$ cat config.mk
export PLATFORM = sky130hd
export DESIGN_NAME = mem_lsu_flat
export DESIGN_NICKNAME = d
export VERILOG_FILES = /design/src/rtl/mem_lsu_if.sv /design/src/rtl/mem_lsu.sv /design/src/flat_wrapper.sv
export SDC_FILE = /design/constraint.sdc
export NUM_CORES = 1
export LEC_CHECK = 0
export CAP_MARGIN = 20
export CORE_AREA = 2 2 159 161
export CTS_BUF_LIST = sky130_fd_sc_hd__clkbuf_4 sky130_fd_sc_hd__clkbuf_8
export DETAILED_ROUTE_END_ITERATION = 16
export DIE_AREA = 0 0 161 163
export PLACE_DENSITY = 0.73
export SKIP_CTS_REPAIR_TIMING = 1
export SYNTH_ARGS = -nofsm -noshare
export SYNTH_HDL_FRONTEND = slang
export SYNTH_SLANG_ARGS = --single-unit
$ cat constraint.sdc
create_clock -name clk -period 4.5 [get_ports clk]
set_input_delay 0.9 -clock clk [delete_from_list [all_inputs] [get_ports clk]]
set_output_delay 0.9 -clock clk [all_outputs]
set_load 0.05 [all_outputs]
$ cat src/rtl/mem_lsu_if.sv
// mem_lsu_if: pipeline-side request/response bundle for the load/store unit.
//
// Handshake rules (both channels): a transfer happens on a rising clk edge
// where valid and ready are both 1. The producer holds every payload field
// stable while valid=1 and ready=0. The LSU never raises req_ready while a
// response is outstanding.
//
// Signals
//   req_valid / req_ready        request handshake (pipeline -> LSU)
//   req_we                       1 = store, 0 = load
//   req_size                     0 byte, 1 half, 2 word, 3 double
//   req_unsigned                 zero-extend load data when 1
//   req_addr                     byte address
//   req_wdata                    store data, right-justified
//   resp_valid / resp_ready      response handshake (LSU -> pipeline)
//   resp_rdata                   extended load data, 0 for stores/faults
//   resp_misalign                request was misaligned, memory untouched
//
// Modports: master = pipeline side, slave = LSU side.
interface mem_lsu_if #(
   parameter int DATA_WIDTH = 64
);
   logic                  req_valid;
   logic                  req_ready;
   logic                  req_we;
   logic [1:0]            req_size;
   logic                  req_unsigned;
   logic [63:0]           req_addr;
   logic [DATA_WIDTH-1:0] req_wdata;
   logic                  resp_valid;
   logic                  resp_ready;
   logic [DATA_WIDTH-1:0] resp_rdata;
   logic                  resp_misalign;

   modport master (
      output req_valid, req_we, req_size, req_unsigned, req_addr, req_wdata,
      output resp_ready,
      input  req_ready, resp_valid, resp_rdata, resp_misalign
   );

   modport slave (
      input  req_valid, req_we, req_size, req_unsigned, req_addr, req_wdata,
      input  resp_ready,
      output req_ready, resp_valid, resp_rdata, resp_misalign
   );
endinterface

$ cat src/rtl/mem_lsu.sv
// mem_lsu: single-outstanding load/store unit between the pipeline and a
// synchronous data memory (read data valid one cycle after the address is
// sampled).
//
// Ports
//   clk, rst_n      clock, asynchronous active-low reset
//   lsu             mem_lsu_if.slave request/response channel
//   mem_addr        memory address: live req_addr in IDLE, latched otherwise
//   mem_wdata       store data shifted onto its byte lanes
//   mem_wen         per-byte write enable, all zero = read
//   mem_rdata       memory read data
//   state_dbg       current FSM state (0 IDLE, 1 LOAD, 2 RESP)
module mem_lsu #(
   parameter int DATA_WIDTH = 64,
   parameter int DATA_BYTES = DATA_WIDTH / 8
) (
   input  logic                  clk,
   input  logic                  rst_n,
   mem_lsu_if.slave              lsu,
   output logic [63:0]           mem_addr,
   output logic [DATA_WIDTH-1:0] mem_wdata,
   output logic [DATA_BYTES-1:0] mem_wen,
   input  logic [DATA_WIDTH-1:0] mem_rdata,
   output logic [1:0]            state_dbg
);
   localparam int OFF_W = $clog2(DATA_BYTES);

   typedef enum logic [1:0] {
      S_IDLE = 2'd0,
      S_LOAD = 2'd1,
      S_RESP = 2'd2
   } state_e;

   state_e                state_q, state_d;
   logic [63:0]           addr_q;
   logic [1:0]            size_q;
   logic                  uns_q;
   logic [OFF_W-1:0]      off_q;
   logic [DATA_WIDTH-1:0] rdata_q;
   logic                  misal_q;

   logic                  accept;
   logic                  misalign;
   logic [DATA_BYTES-1:0] base_mask;
   logic [DATA_BYTES-1:0] wen_mask;
   logic [DATA_WIDTH-1:0] shifted;
   logic [DATA_WIDTH-1:0] load_ext;

   // Alignment: low req_size address bits must be zero.
   always_comb begin
      misalign = 1'b0;
      case (lsu.req_size)
         2'd0:    misalign = 1'b0;
         2'd1:    misalign = lsu.req_addr[0];
         2'd2:    misalign = |lsu.req_addr[1:0];
         default: misalign = |lsu.req_addr[2:0];
      endcase
   end

   // 2^size contiguous enables, then moved up to the byte offset.
   always_comb begin
      base_mask = '0;
      for (int i = 0; i < DATA_BYTES; i++) begin
         if (i < (1 << lsu.req_size)) base_mask[i] = 1'b1;
      end
   end

   assign wen_mask  = base_mask << lsu.req_addr[OFF_W-1:0];
   assign mem_wdata = lsu.req_wdata << {lsu.req_addr[OFF_W-1:0], 3'b000};

   // FSM state register
   always_ff @(posedge clk or negedge rst_n) begin
      if (!rst_n) state_q <= S_IDLE;
      else        state_q <= state_d;
   end

   // FSM next state and handshake/memory-control outputs
   always_comb begin
      state_d        = state_q;
      accept         = 1'b0;
      lsu.req_ready  = 1'b0;
      lsu.resp_valid = 1'b0;
      mem_wen        = '0;
      mem_addr       = addr_q;
      case (state_q)
         S_IDLE: begin
            lsu.req_ready = 1'b1;
            mem_addr      = lsu.req_addr;
            accept        = lsu.req_valid;
            // rst_n gate keeps the memory write-protected while in reset
            if (rst_n && lsu.req_valid && lsu.req_we && !misalign)
               mem_wen = wen_mask;
            if (accept)
               state_d = (lsu.req_we || misalign) ? S_RESP : S_LOAD;
         end
         S_LOAD: state_d = S_RESP;
         S_RESP: begin
            lsu.resp_valid = 1'b1;
            if (lsu.resp_ready) state_d = S_IDLE;
         end
         default: state_d = S_IDLE;
      endcase
   end

   // Load extraction from the latched offset/size/signedness
   assign shifted = mem_rdata >> {off_q, 3'b000};

   always_comb begin
      load_ext = shifted;
      case (size_q)
         2'd0: load_ext = uns_q ? {{(DATA_WIDTH-8){1'b0}}, shifted[7:0]}
                                : {{(DATA_WIDTH-8){shifted[7]}}, shifted[7:0]};
         2'd1: load_ext = uns_q ? {{(DATA_WIDTH-16){1'b0}}, shifted[15:0]}
                                : {{(DATA_WIDTH-16){shifted[15]}}, shifted[15:0]};
         2'd2: load_ext = uns_q ? {{(DATA_WIDTH-32){1'b0}}, shifted[31:0]}
                                : {{(DATA_WIDTH-32){shifted[31]}}, shifted[31:0]};
         default: load_ext = shifted;
      endcase
   end

   // Request latch and response registers. Accept clears the response so
   // stores and faults return zero; a load fills it during LOAD.
   always_ff @(posedge clk or negedge rst_n) begin
      if (!rst_n) begin
         addr_q  <= '0;
         size_q  <= '0;
         uns_q   <= 1'b0;
         off_q   <= '0;
         rdata_q <= '0;
         misal_q <= 1'b0;
      end else if (accept) begin
         addr_q  <= lsu.req_addr;
         size_q  <= lsu.req_size;
         uns_q   <= lsu.req_unsigned;
         off_q   <= lsu.req_addr[OFF_W-1:0];
         rdata_q <= '0;
         misal_q <= misalign;
      end else if (state_q == S_LOAD) begin
         rdata_q <= load_ext;
      end
   end

   assign lsu.resp_rdata    = rdata_q;
   assign lsu.resp_misalign = misal_q;
   assign state_dbg         = state_q;
endmodule

$ cat src/flat_wrapper.sv
// flat-port wrapper written by rule: the top's interface ports become plain ports
module mem_lsu_flat 
#(
   parameter int DATA_WIDTH = 64,
   parameter int DATA_BYTES = DATA_WIDTH / 8
)
  (clk, rst_n, mem_addr, mem_wdata, mem_wen, mem_rdata, state_dbg, lsu_req_valid, lsu_req_we, lsu_req_size, lsu_req_unsigned, lsu_req_addr, lsu_req_wdata, lsu_resp_ready, lsu_req_ready, lsu_resp_valid, lsu_resp_rdata, lsu_resp_misalign);
  mem_lsu_if #(.DATA_WIDTH(DATA_WIDTH)) lsu_i ();
  input  logic clk;
  input  logic rst_n;
  output logic [63:0] mem_addr;
  output logic [DATA_WIDTH-1:0] mem_wdata;
  output logic [DATA_BYTES-1:0] mem_wen;
  input  logic [DATA_WIDTH-1:0] mem_rdata;
  output logic [1:0] state_dbg;
  input wire logic [$bits(lsu_i.req_valid)-1:0] lsu_req_valid;
  input wire logic [$bits(lsu_i.req_we)-1:0] lsu_req_we;
  input wire logic [$bits(lsu_i.req_size)-1:0] lsu_req_size;
  input wire logic [$bits(lsu_i.req_unsigned)-1:0] lsu_req_unsigned;
  input wire logic [$bits(lsu_i.req_addr)-1:0] lsu_req_addr;
  input wire logic [$bits(lsu_i.req_wdata)-1:0] lsu_req_wdata;
  input wire logic [$bits(lsu_i.resp_ready)-1:0] lsu_resp_ready;
  output wire logic [$bits(lsu_i.req_ready)-1:0] lsu_req_ready;
  output wire logic [$bits(lsu_i.resp_valid)-1:0] lsu_resp_valid;
  output wire logic [$bits(lsu_i.resp_rdata)-1:0] lsu_resp_rdata;
  output wire logic [$bits(lsu_i.resp_misalign)-1:0] lsu_resp_misalign;
  assign lsu_i.req_valid = lsu_req_valid;
  assign lsu_i.req_we = lsu_req_we;
  assign lsu_i.req_size = lsu_req_size;
  assign lsu_i.req_unsigned = lsu_req_unsigned;
  assign lsu_i.req_addr = lsu_req_addr;
  assign lsu_i.req_wdata = lsu_req_wdata;
  assign lsu_i.resp_ready = lsu_resp_ready;
  assign lsu_req_ready = lsu_i.req_ready;
  assign lsu_resp_valid = lsu_i.resp_valid;
  assign lsu_resp_rdata = lsu_i.resp_rdata;
  assign lsu_resp_misalign = lsu_i.resp_misalign;
  mem_lsu #(.DATA_WIDTH(DATA_WIDTH), .DATA_BYTES(DATA_BYTES)) u_core (.clk(clk), .rst_n(rst_n), .lsu(lsu_i), .mem_addr(mem_addr), .mem_wdata(mem_wdata), .mem_wen(mem_wen), .mem_rdata(mem_rdata), .state_dbg(state_dbg));
endmodule
# Word level (Yosys, flattened, before mapping)
# Index checks and enable logic that the tools add are counted.
# word_totals
ff_bits	137
out_inout_bits	205
elab_cells	64
# classes
n_lt_le_gt_ge	8
n_eq_ne	8
shifts	4
mux	25
reduce_logical	12
# ops
cell	n
64-bit 2-to-1 mux	6
64-bit one-hot mux with 3 select lines	1
4-bit by 32-bit < comparator with 1-bit output, first input constant	4
3-bit by 32-bit < comparator with 1-bit output, first input constant	2
64-bit by 6-bit << shifter with 64-bit output	1
64-bit by 6-bit right shift with 64-bit output	1
1-bit by 32-bit < comparator with 1-bit output, first input constant	1
2-bit by 32-bit < comparator with 1-bit output, first input constant	1
1-bit by 2-bit << shifter with 32-bit output, first input constant	1
8-bit 2-to-1 mux	2
1-bit 2-to-1 mux	11
8-bit by 3-bit << shifter with 8-bit output	1
2-bit by 1-bit == test with 1-bit output, second input constant	3
2-bit == test, second input constant	3
2-bit zero test	3
2-bit 2-to-1 mux	3
2-bit one-hot mux with 3 select lines	1
2-bit != test, second input constant	2
1-bit logical AND	3
1-bit one-hot mux with 3 select lines	1
3-bit OR reduction	1
2-bit AND reduction	1
2-bit nonzero test	1
2-bit OR reduction	1
2 further kinds	2

# Logic depth before layout (Yosys ltp)
# depth
ltp_word	6
ltp_mapped	8

# Least setup slack after synthesis
# OpenSTA, ideal clock, no wires.
# synth_path
kind	in2out
from	in lsu_req_size[0]
to	out mem_wen[2]
t_arrival_ns	3.350
slack_ns	0.250
path_stages	6
n_path_buf	1
path_cell_list	clkbuf_1 -> or2_2 -> a221oi_1 -> nand3_1 -> or2_2 -> a211oi_1
# synth_between
elab_chain_len	6
# synth_rtl
element	line_no	text
from (decl)	flat_wrapper.sv:18	input wire logic [$bits(lsu_i.req_size)-1:0] lsu_req_size;
1-bit by 2-bit << shifter with 32-bit output, or another cell as far along	mem_lsu.sv:64	if (i < (1 << lsu.req_size)) base_mask[i] = 1'b1;
1-bit by 32-bit < comparator with 1-bit output, or another cell as far along	mem_lsu.sv:64	
1-bit 2-to-1 mux or 1-bit zero test (tied branches)	mem_lsu.sv:64, mem_lsu.sv:91	
8-bit by 3-bit << shifter with 8-bit output or 1-bit logical AND (tied branches)	mem_lsu.sv:68, mem_lsu.sv:91	
8-bit 2-to-1 mux *	mem_lsu.sv:91	if (rst_n && lsu.req_valid && lsu.req_we && !misalign)
8-bit 2-to-1 mux *	mem_lsu.sv:85	case (state_q)
to (decl)	flat_wrapper.sv:13	output logic [DATA_BYTES-1:0] mem_wen;
# Mark *: on every way between the ends. The rest lies on a longest branch, timed or not.

# Final worst setup path
# layout_path
from	in lsu_req_valid
to	out mem_wen[0]
# layout_between
elab_chain_len	5
# layout_rtl
element	line_no	text
from (decl)	flat_wrapper.sv:16	input wire logic [$bits(lsu_i.req_valid)-1:0] lsu_req_valid;
1-bit logical AND (3 in a row)	mem_lsu.sv:91	
8-bit 2-to-1 mux	mem_lsu.sv:91	
8-bit 2-to-1 mux	mem_lsu.sv:85	
# Every way passes these cells.

==> impl_metrics.ini <==
[cells_and_area]
drive_gt1_frac = 0.161
seqCellArea_sq_um = 3360
utilization = 0.585
fin_nets = 1701
area_growth_pct = 48.6
final_cells = 1844
fin_area_sq_um = 14400
diodes = 0
multi_input_area_sq_um = 5940
nFillCells = 2227

[status]
status = complete, no violations

[yosys]
synth_flop_cell = dfrtp_1
netlist_top_cells_area = dfrtp_1, nand2_1, mux2i_1, mux2_2, o21ai_0
avgSynthCellArea_sq_um = 8.42
ys_types = 52
synth_fp_nets = 1354
post-synth-top-area-cell = dfrtp_1
syn_area_sq_um = 9720
yosysMostFrequentCell = nand2_1
synth_edf_count = 0
yosys_warnings = 0
ys_seq_elements = 134
ys_seq_area_frac = 0.345
yosys-top-cells-count = nand2_1, dfrtp_1, mux2i_1, mux2_2, o21ai_0
syn_inst = 1154
ys_async_sr_fraction = 1.00
synth_top_cell_area_share = 0.345

[power_and_ir_drop]
pwr-share-seq = 0.245
p_per_area_nw_per_um2 = 524
peakVddDrop_mv = 0.271
leakage_uw = 0.00623
power_switching_uw = 3750
comb_power_share = 0.608
switching_share = 0.496
clockPowerShare = 0.148
power.internal_uw = 3810

[timing]
max_freq_ghz = 0.233
final_max_slew_viol_count = 0
finClkSkew_ns = 0.0161
finalSetupTns_ns = 0
slew_headroom = 0.382
worst_pin_slew_ns = 0.927
period_share = 0.952
setup_viol = 0
hold_ws_ns = 0.484
rsz0062_at_grt = false
hold_viol = 0
finalCriticalPeriod_ns = 4.28

[grt]
first_global_vias = 9868
grt_max_degree = 74
track_usage = 0.267
grt_pass1_wl_um = 55000
grt_antenna_before_repair = 0
grt_overflow = 0

[die]
die_height_um = 163
num_io_pins = 405
core_area_sq_um = 24700
die_area_sq_um = 26200
die_w_um = 161
initial_core_util = 0.394
rows = 58

[routing]
vias_per_cell = 5.44
vias = 10000
drc = 0
ant_nets = 0
drt-pass1-iter-count = 8
wire_per_inst_um = 19.6
drt_wl_total_um = 36100
drt_iter0_drc = 740

[clock_tree]
clkLatencyLatePin_ns = 0.46
clock-sinks = 134
clk_pin_slew_ns = 0.09
cts_buffer_depth = 2
htree_num_levels = 4
cts_made_buffers = 17
cts_tree = yes
cts_root_buf = clkbuf_8

[worst_hold_path]
min_to = u_core.addr_q[23]
hp-start = u_core.addr_q[23]
hp-class = register to register
min_delay_path_depth = 2

[setup_path]
cp-start-kind = primary input
worst-r2r-cell-count = 6
r2r_start = u_core.off_q[0]
r2r-end = u_core.lsu.resp_rdata[61]
cp.arrival_ns = 3.38
required_ns = 3.60
ff2ff_setup_slack_ns = 1.68
critPathKind = primary input to output pin
crit_path_end_kind = output pin
crit_fanout = 4

[place]
port_buffers = 404
placed_area_sq_um = 14000
hpwl_um = 27100
place_congestion = 0.899
placed_cells = 1812

[job]
maxCapViolations = 0
state kept, by name, summed over array words and instances, names as in the netlist:
signal,count
u_core.lsu.resp_rdata,64
u_core.size_q,2
u_core.lsu.resp_misalign,1
u_core.state_dbg,2
u_core.uns_q,1
u_core.addr_q,62
u_core.off_q,2
layer usage:
layer | wire length (um) | part of all wire | GRT usage | vias to the layer above
met2 | 18100 | 0.50 | 0.463 | 432
met5 | 0 | 0 | 0 | -
met4 | 1140 | 0.031 | 0.103 | 0
met3 | 2600 | 0.072 | 0.0532 | 73
met1 | 14300 | 0.39 | 0.330 | 4778
li1 | - | - | - | 4740
critical path, stage by stage:
cell	delay, ns
clkdlybuf4s50_1	0.56
or3b_2	0.51
a221oi_1	0.35
nand3_1	0.20
or2_2	0.38
nor3_1	0.30
buf_12	0.19
power groups by stage:
stage | registers, uW | clock network [uW] | logic (uW)
floorplan | 2040 | 0 | 2940
finish | 1850 | 1120 | 4590
global route | 1890 | 1190 | 4850
CTS | 1840 | 1140 | 4590
global placement | 1840 | 0 | 4540
detailed placement | 1860 | 0 | 4570
logic make-up (layout without fill, tap and decap cells):
logic type,count (synthesis),count (layout),share of synthesized area
muxes,208,208,0.245
buffers and inverters,110,470,0.0460
AOI/OAI and AO/OA,246,246,0.164
and+or+nand+nor,456,456,0.200
DFF,134,134,0.345
through the flow:
stage	total power [uW]	setup WS [ns]
after floorplan	4980	0.250
after global placement	6380	0.219
after detailed placement	6440	0.129
after CTS	7570	0.128
after global routing	7940	0.00207
final	7560	0.216
worst max path at each step:
stage                    start  slack, ns    endpoint  depth (start not counted)
6_report         lsu_req_valid       0.22  mem_wen[0]                          7
5_1_grt          lsu_req_valid      0.002  mem_wen[1]                          7
2_1_floorplan  lsu_req_size[0]       0.25  mem_wen[2]                          6
3_3_place_gp     lsu_req_valid       0.22  mem_wen[2]                          7
3_5_place_dp     lsu_req_valid       0.13  mem_wen[2]                          7
4_1_cts          lsu_req_valid       0.13  mem_wen[2]                          7
cell type report:
cell class,count,area share
inverter,3,0.000780
multi-input combinational,910,0.412
tap,330,0.0286
sequential,134,0.233
clock buffer,18,0.0167
clock inverter,14,0.0132
timing repair buffer,435,0.296
placed cells by master (no fill, tap or decap), drive strengths merged, types with 34 or more instances in the layout:
master,Yosys,routed
mux2i,107,107
mux2,86,86
o21ai,88,88
a21oi,34,34
clkdlybuf4s50,0,354
dfrtp,134,134
a211oi,38,38
nor2,61,61
nand2,309,309
buf,26,81
No activity file was read; power rests on OpenSTA's default activity.
